File: config.mk
export PLATFORM = sky130hd
export DESIGN_NAME = pixel_mem_arbiter
export DESIGN_NICKNAME = d
export VERILOG_FILES = /design/src/rtl/pixel_mem_arbiter_pkg.sv /design/src/rtl/pixel_mem_arbiter_rr_grant2.sv /design/src/rtl/pixel_mem_arbiter.sv
export SDC_FILE = /design/constraint.sdc
export NUM_CORES = 1
export LEC_CHECK = 0
export BUFFER_PORTS_ARGS = -buffer_cell sky130_fd_sc_hd__clkbuf_2
export CAP_MARGIN = 15
export CORE_MARGIN = 8
export CORE_UTILIZATION = 30
export CTS_CLUSTER_SIZE = 25
export DETAILED_ROUTE_END_ITERATION = 10
export PLACE_DENSITY = 0.57
export SLEW_MARGIN = 20
export SYNTH_ARGS = -nofsm -noshare
export SYNTH_HDL_FRONTEND = slang
export SYNTH_SLANG_ARGS = --single-unit
File: constraint.sdc
create_clock -name clk -period 3.6 [get_ports clk]
set_input_delay 0.54 -clock clk [delete_from_list [all_inputs] [get_ports clk]]
set_output_delay 0.54 -clock clk [all_outputs]
set_load 0.03 [all_outputs]
File: src/rtl/pixel_mem_arbiter_pkg.sv
// Shared definitions for the pixel memory arbiter: bus widths, owner
// encoding for the two requesters, and the return-pipeline stage type.
package pixel_mem_arbiter_pkg;

  localparam int PIX_ADDR_W = 13;
  localparam int PIX_DATA_W = 24;

  // Owner index carried down the return pipeline
  localparam logic OWN_P0 = 1'b0;  // display plane fetch
  localparam logic OWN_P1 = 1'b1;  // overlay / sprite fetch

  typedef struct packed {
    logic valid;
    logic owner;
  } pipe_stage_t;

endpackage

File: src/rtl/pixel_mem_arbiter_rr_grant2.sv
// Two-way round-robin grant with an urgent override for requester 0.
// Purely combinational.
//   req0, req1 : access requests
//   urgent0    : requester 0 wins any tie while it is set
//   rr_last    : owner index of the most recent accepted access
//   gnt0, gnt1 : one-hot (or zero) grant
module pixel_mem_arbiter_rr_grant2
  import pixel_mem_arbiter_pkg::*;
(
  input  logic req0,
  input  logic req1,
  input  logic urgent0,
  input  logic rr_last,
  output logic gnt0,
  output logic gnt1
);

  always_comb begin
    gnt0 = 1'b0;
    gnt1 = 1'b0;
    if (req0 && req1) begin
      // Tie: urgent wins outright, otherwise whoever did not go last
      if (urgent0 || (rr_last == OWN_P1)) begin
        gnt0 = 1'b1;
      end else begin
        gnt1 = 1'b1;
      end
    end else begin
      gnt0 = req0;
      gnt1 = req1;
    end
  end

endmodule

File: src/rtl/pixel_mem_arbiter.sv
// Shares one synchronous pixel memory read port between the display plane
// fetch (requester 0) and a secondary reader (requester 1). One access is
// accepted per clock; read data comes back in issue order, steered to its
// owner with a one-cycle valid strobe.
//   clk, rst               : clock, asynchronous active-high reset
//   req0/addr0/urgent0     : requester 0 request, address, priority override
//   gnt0, rvalid0, rdata0  : requester 0 grant (comb), return strobe and data
//   req1/addr1             : requester 1 request and address
//   gnt1, rvalid1, rdata1  : requester 1 grant (comb), return strobe and data
//   mem_addr, mem_en       : registered memory address / read enable
//   mem_data               : memory read data, valid MEM_LAT clocks after
//                            mem_addr/mem_en are sampled
// MEM_LAT is expected to lie in 1..4.
module pixel_mem_arbiter
  import pixel_mem_arbiter_pkg::*;
#(
  parameter int ADDR_W  = PIX_ADDR_W,
  parameter int DATA_W  = PIX_DATA_W,
  parameter int MEM_LAT = 1
) (
  input  logic              clk,
  input  logic              rst,
  input  logic              req0,
  input  logic [ADDR_W-1:0] addr0,
  input  logic              urgent0,
  output logic              gnt0,
  output logic              rvalid0,
  output logic [DATA_W-1:0] rdata0,
  input  logic              req1,
  input  logic [ADDR_W-1:0] addr1,
  output logic              gnt1,
  output logic              rvalid1,
  output logic [DATA_W-1:0] rdata1,
  output logic [ADDR_W-1:0] mem_addr,
  output logic              mem_en,
  input  logic [DATA_W-1:0] mem_data
);

  logic                      w_gnt0_raw;
  logic                      w_gnt1_raw;
  logic                      w_accept;
  logic                      w_owner;
  pipe_stage_t               w_stage;
  logic                      w_ret0;
  logic                      w_ret1;

  logic                      r_rr_last;
  logic [ADDR_W-1:0]         r_mem_addr;
  logic                      r_mem_en;
  pipe_stage_t [MEM_LAT:0]   r_pipe;
  logic                      r_rvalid0;
  logic                      r_rvalid1;
  logic [DATA_W-1:0]         r_rdata0;
  logic [DATA_W-1:0]         r_rdata1;

  pixel_mem_arbiter_rr_grant2 u_grant (
    .req0    (req0),
    .req1    (req1),
    .urgent0 (urgent0),
    .rr_last (r_rr_last),
    .gnt0    (w_gnt0_raw),
    .gnt1    (w_gnt1_raw)
  );

  // Grants are suppressed while reset is held so nothing looks accepted
  assign gnt0     = w_gnt0_raw & ~rst;
  assign gnt1     = w_gnt1_raw & ~rst;
  assign w_accept = gnt0 | gnt1;
  assign w_owner  = gnt1 ? OWN_P1 : OWN_P0;

  assign w_stage.valid = w_accept;
  assign w_stage.owner = w_owner;

  // The last stage lines up with mem_data; the output register adds the
  // final clock, giving MEM_LAT+1 clocks from accept to rvalid.
  assign w_ret0 = r_pipe[MEM_LAT].valid && (r_pipe[MEM_LAT].owner == OWN_P0);
  assign w_ret1 = r_pipe[MEM_LAT].valid && (r_pipe[MEM_LAT].owner == OWN_P1);

  always_ff @(posedge clk or posedge rst) begin
    if (rst) begin
      r_rr_last  <= OWN_P1;  // requester 0 wins the first tie
      r_mem_addr <= '0;
      r_mem_en   <= 1'b0;
      r_pipe     <= '0;
      r_rvalid0  <= 1'b0;
      r_rvalid1  <= 1'b0;
      r_rdata0   <= '0;
      r_rdata1   <= '0;
    end else begin
      r_mem_en <= w_accept;
      if (w_accept) begin
        r_mem_addr <= (w_owner == OWN_P1) ? addr1 : addr0;
        r_rr_last  <= w_owner;
      end
      r_pipe    <= {r_pipe[MEM_LAT-1:0], w_stage};
      r_rvalid0 <= w_ret0;
      r_rvalid1 <= w_ret1;
      // Data registers only load for their own owner, so the other side
      // never sees a foreign pixel.
      if (w_ret0) r_rdata0 <= mem_data;
      if (w_ret1) r_rdata1 <= mem_data;
    end
  end

  assign mem_addr = r_mem_addr;
  assign mem_en   = r_mem_en;
  assign rvalid0  = r_rvalid0;
  assign rvalid1  = r_rvalid1;
  assign rdata0   = r_rdata0;
  assign rdata1   = r_rdata1;

endmodule

* After elaboration in Yosys (flattened, before gate mapping)
Cells that the tools add are included.
Widths: inputs -> output; s select.
** Word-level totals
- Output and inout bits :: 66
- Register bits :: 68
- Logic and storage cells :: 25
** Operators by class
- Reduce and logical (&&, ||, !) cells :: 4
- Bitwise logic cells :: 5
- Muxes and demuxes :: 6
** Operators by type and width (number)
- $mux 13 :: 1
- $mux 1 :: 5
- $logic_and 1x1->1 :: 3
- $and 1x1->1 :: 2
- $not 1->1 :: 2
- $logic_or 1x1->1 :: 1
- $or 1x1->1 :: 1

* Logic depth before layout (Yosys ltp)
- Depth in word-level cells :: 6
- Mapped depth :: 5
- Depth with buffers taken out :: 4

* Cells and area by module
A second synthesis with hierarchy kept.
** Unflattened totals
- Cell total of the unflattened synthesis :: 171
- Area total of the unflattened synthesis :: 2758.9 µm²
** Modules (own cells, without submodules)
- pixel_mem_arbiter :: area an instance 2736.4 µm², times used 1, cells each 167
- pixel_mem_arbiter_rr_grant2 :: area an instance 22.5 µm², times used 1, cells each 4

* Least setup slack after synthesis
OpenSTA, ideal clock, no wires.
- Kind :: input to output
- Start :: in rst
- End :: out gnt0
- Data arrival time :: 3.492 ns
- Slack :: -0.432 ns
- Stages on the path :: 3
- Buffers on the path :: 1
- Required time :: 3.060 ns
- Cells stage by stage :: inv_1 clkbuf_1 o311a_1
** On the way
- Word-level cells in the longest chain between the ends :: 2
** Ends and longest elaborated chain
- start, declared :: RTL line pixel_mem_arbiter.sv:22 : input logic rst,
- $not 1->1 :: RTL line pixel_mem_arbiter.sv:66 : assign gnt0 = w_gnt0_raw & ~rst;
- $and 1x1->1 :: RTL line pixel_mem_arbiter.sv:66
- end, declared :: RTL line pixel_mem_arbiter.sv:26 : output logic gnt0,
No other way between the ends.

* Worst setup path after layout
- Start :: reg r_rr_last
- End :: out gnt1
** On the way
- Word-level cells in the longest chain between the ends :: 4
** Ends and longest elaborated chain
- start, declared :: RTL line pixel_mem_arbiter.sv:47 : logic r_rr_last;
- start signal, assigned :: RTL line pixel_mem_arbiter.sv:93 : r_rr_last <= w_owner;
- $logic_or 1x1->1 :: RTL line pixel_mem_arbiter_rr_grant2.sv:23 : if (urgent0 || (rr_last == OWN_P1)) begin
- $mux 1 :: RTL line pixel_mem_arbiter_rr_grant2.sv:23
- $mux 1 :: RTL line pixel_mem_arbiter_rr_grant2.sv:21 : if (req0 && req1) begin
- $and 1x1->1 :: RTL line pixel_mem_arbiter.sv:67 : assign gnt1 = w_gnt1_raw & ~rst;
- end, declared :: RTL line pixel_mem_arbiter.sv:31 : output logic gnt1,
No other way between the ends.

==> results.yml <==
outcome:
  status: "completed"
synthesis:
  syn_nets: 246
  seq_area_frac_synth_pct: 63.2
  synth_area_um2: 2700
  synth_area_leaders: "dfrtp_1, mux2_1, nand2_1"
  synth-edff-count: 0
  ys_ff_latch: 68
  synthArstFlopShare_pct: 100
  synth.distinct_cells: 19
  synthFlopType: "dfrtp_1"
  ys_top_cells_by_count: "dfrtp_1, mux2_1, nand2_1"
  synthesis.instances: 191
  syn_avg_cell_area_um2: 14.1
  synth_top_area_share_pct: 62.2
  yosysTopAreaCell: "dfrtp_1"
  yosysMostFrequentCell: "dfrtp_1"
  yosys_warnings: 0
routing:
  first_pass_iters: 3
  ant_nets: 0
  wire_per_inst_um: 15.5
  drt_iter0_markers: 49
  drc: 0
  vias: 1956
  routed_via_density: 4.60
  wirelength_mm: 6.60
floorplanning:
  rows: 34
  dieArea_um2: 12300
  ioPinCount: 121
  core_area_um2: 8720
  die_w_um: 111
  start_util_pct: 30.9
  die_height_um: 111
pwr:
  total_power_uw: 2150
  clkPwrFrac_pct: 25.4
  ir_worst_vdd_mv: 0.195
  seqPwrFrac_pct: 45.3
  p_leak_uw: 0.00177
  powerDensity_nw_per_um2: 604
  switching_share_pct: 35.8
  comb_power_share_pct: 29.4
  switchingPower_uw: 769
  internal-power_uw: 1380
critical_path:
  worstPathArrival_ps: 2200
  reg2reg_depth: 3
  criticalPathCategory: "reg -> out"
  rrSetupSlack_ps: 1710
  crit_path_start_kind: "register"
  timing.rr.start: "r_rr_last"
  cp-end-kind: "primary output"
  worstPathRequired_ps: 3060
  reg2reg_to: "mem_addr[7]"
  crit_fanout: 16
  startpoint: "r_rr_last"
grt:
  grt_overflow: 0
  antenna_found_initial: 0
  grt_usage_pct: 11.3
  grt_pass1_vias: 2208
  grt_pass1_wl_mm: 11.4
  grt_max_degree: 83
worst_hold_path:
  hold_path_depth: 0
  holdPathEnd: "r_pipe[2]"
  hp-start: "r_pipe[0]"
  hold_path_class: "reg -> reg"
clock_tree:
  cts_buffers: 9
  holdBufCountCts: 0
  cts.sinks: 68
  clk_pin_slew_ps: 70
  cts-resized-gates: 0
  cts-root-buf: "clkbuf_8"
  post_cts.repair.setup_buffers: 0
  cts_tree: "done"
  cts_htree_levels: 3
  clock_latency_ps: 330
  cts_buffer_depth: 2
final_layout:
  drive_above_1_share_pct: 47.3
  multi_input_area_um2: 913
  register_area_um2: 1700
  postLayoutCoreUtil_pct: 40.8
  fin_nets: 368
  syn2layout_area_growth_pct: 32.1
  antenna_cells: 0
  fillerInstances: 832
sta:
  tightest_slew_ps: 964
  fin_skew_ps: 4.09
  fin_crit_ps: 2740
  setup_viol: 0
  fmax_mhz: 364
  fin_setup_tns_ps: 0
  slew_viol_final: 0
  grt_setup_unrepaired: "false"
  slew_headroom_pct: 35.7
  finalHoldViolations: 0
  min_period_over_period_pct: 76.2
placement:
  port_buffers: 120
  gp_congestion: 0.697
  hpwl_mm: 4.96
run:
  cap_violations: 0
worst max-delay path by stage:
stage / endpoint / slack, ps / depth (start not counted)
final: gnt1 / 860 / 3
after global placement: gnt1 / 970 / 4
after global routing: gnt1 / 700 / 3
after CTS: gnt1 / 820 / 3
after floorplan: gnt0 / 800 / 3
after detailed placement: gnt1 / 940 / 4
state kept, by name, summed over array words and instances (netlist names):
signal / count
rvalid1: 1
rdata0: 24
r_rr_last: 1
mem_addr: 13
rdata1: 24
rvalid0: 1
r_pipe: 4
power groups by stage:
| stage | registers (µW) | clock network [µW] | logic (µW) |
|---|---|---|---|
| floorplan | 1250 | 0 | 154 |
| global placement | 986 | 0 | 638 |
| detailed placement | 987 | 0 | 647 |
| CTS | 975 | 564 | 646 |
| global route | 993 | 606 | 677 |
| finish | 973 | 545 | 631 |
per-layer routing:
layer	track usage [%]	share of wire, %
met1	13.3	45
met2	16.7	43
met3	6.01	10
met4	4.86	1.3
met5	0	0
cell type report:
type / count / area share [%]
multi-input combinational: 107 / 25.7
tap: 108 / 3.80
inverter: 4 / 0.457
clock buffer: 13 / 4.46
sequential: 68 / 47.8
timing repair buffer: 123 / 17.5
clock inverter: 2 / 0.281
worst max-delay path: stages, from the launching register on:
cell and delay [ps]:
dfstp_2 380, o21ai_2 420, and3_1 730, clkbuf_2 330
logic make-up after synthesis:
logic type	count (synthesis)	share of synthesized area [%]
and+or+nand+nor	42	7.24
muxes	48	20.1
DFF	68	63.2
buffers and inverters	16	3.02
AOI/OAI and AO/OA	17	6.50
cell usage in the layout, fill, tap and decap left out:
| cell type | synthesis | layout |
|---|---|---|
| nor2b_2 | 0 | 1 |
| buf_4 | 2 | 3 |
| nand4_1 | 13 | 13 |
| and3_1 | 1 | 1 |
| o211ai_2 | 8 | 8 |
| clkinv_2 | 0 | 3 |
| o311a_1 | 1 | 1 |
| mux2_1 | 48 | 48 |
| clkbuf_2 | 0 | 120 |
| inv_2 | 1 | 1 |
| a21o_1 | 1 | 1 |
| o21ai_2 | 1 | 1 |
| nand2_1 | 27 | 27 |
| inv_1 | 3 | 2 |
| clkbuf_8 | 0 | 11 |
| o211ai_1 | 5 | 5 |
| o21bai_2 | 1 | 1 |
| dfstp_2 | 1 | 1 |
| clkbuf_1 | 4 | 2 |
| dfrtp_1 | 67 | 67 |
metrics by stage:
step | cell area, µm² | hold slack (ps) | std cells | worst slack (ps)
3_3_place_gp | 3390 | 334 | 410 | 967
6_report | 3560 | 359 | 425 | 856
3_5_place_dp | 3390 | 345 | 410 | 935
2_1_floorplan | 2700 | 331 | 191 | 800
5_1_grt | 3560 | 374 | 425 | 703
4_1_cts | 3560 | 361 | 425 | 817
No activity file was read; power rests on OpenSTA's default activity.
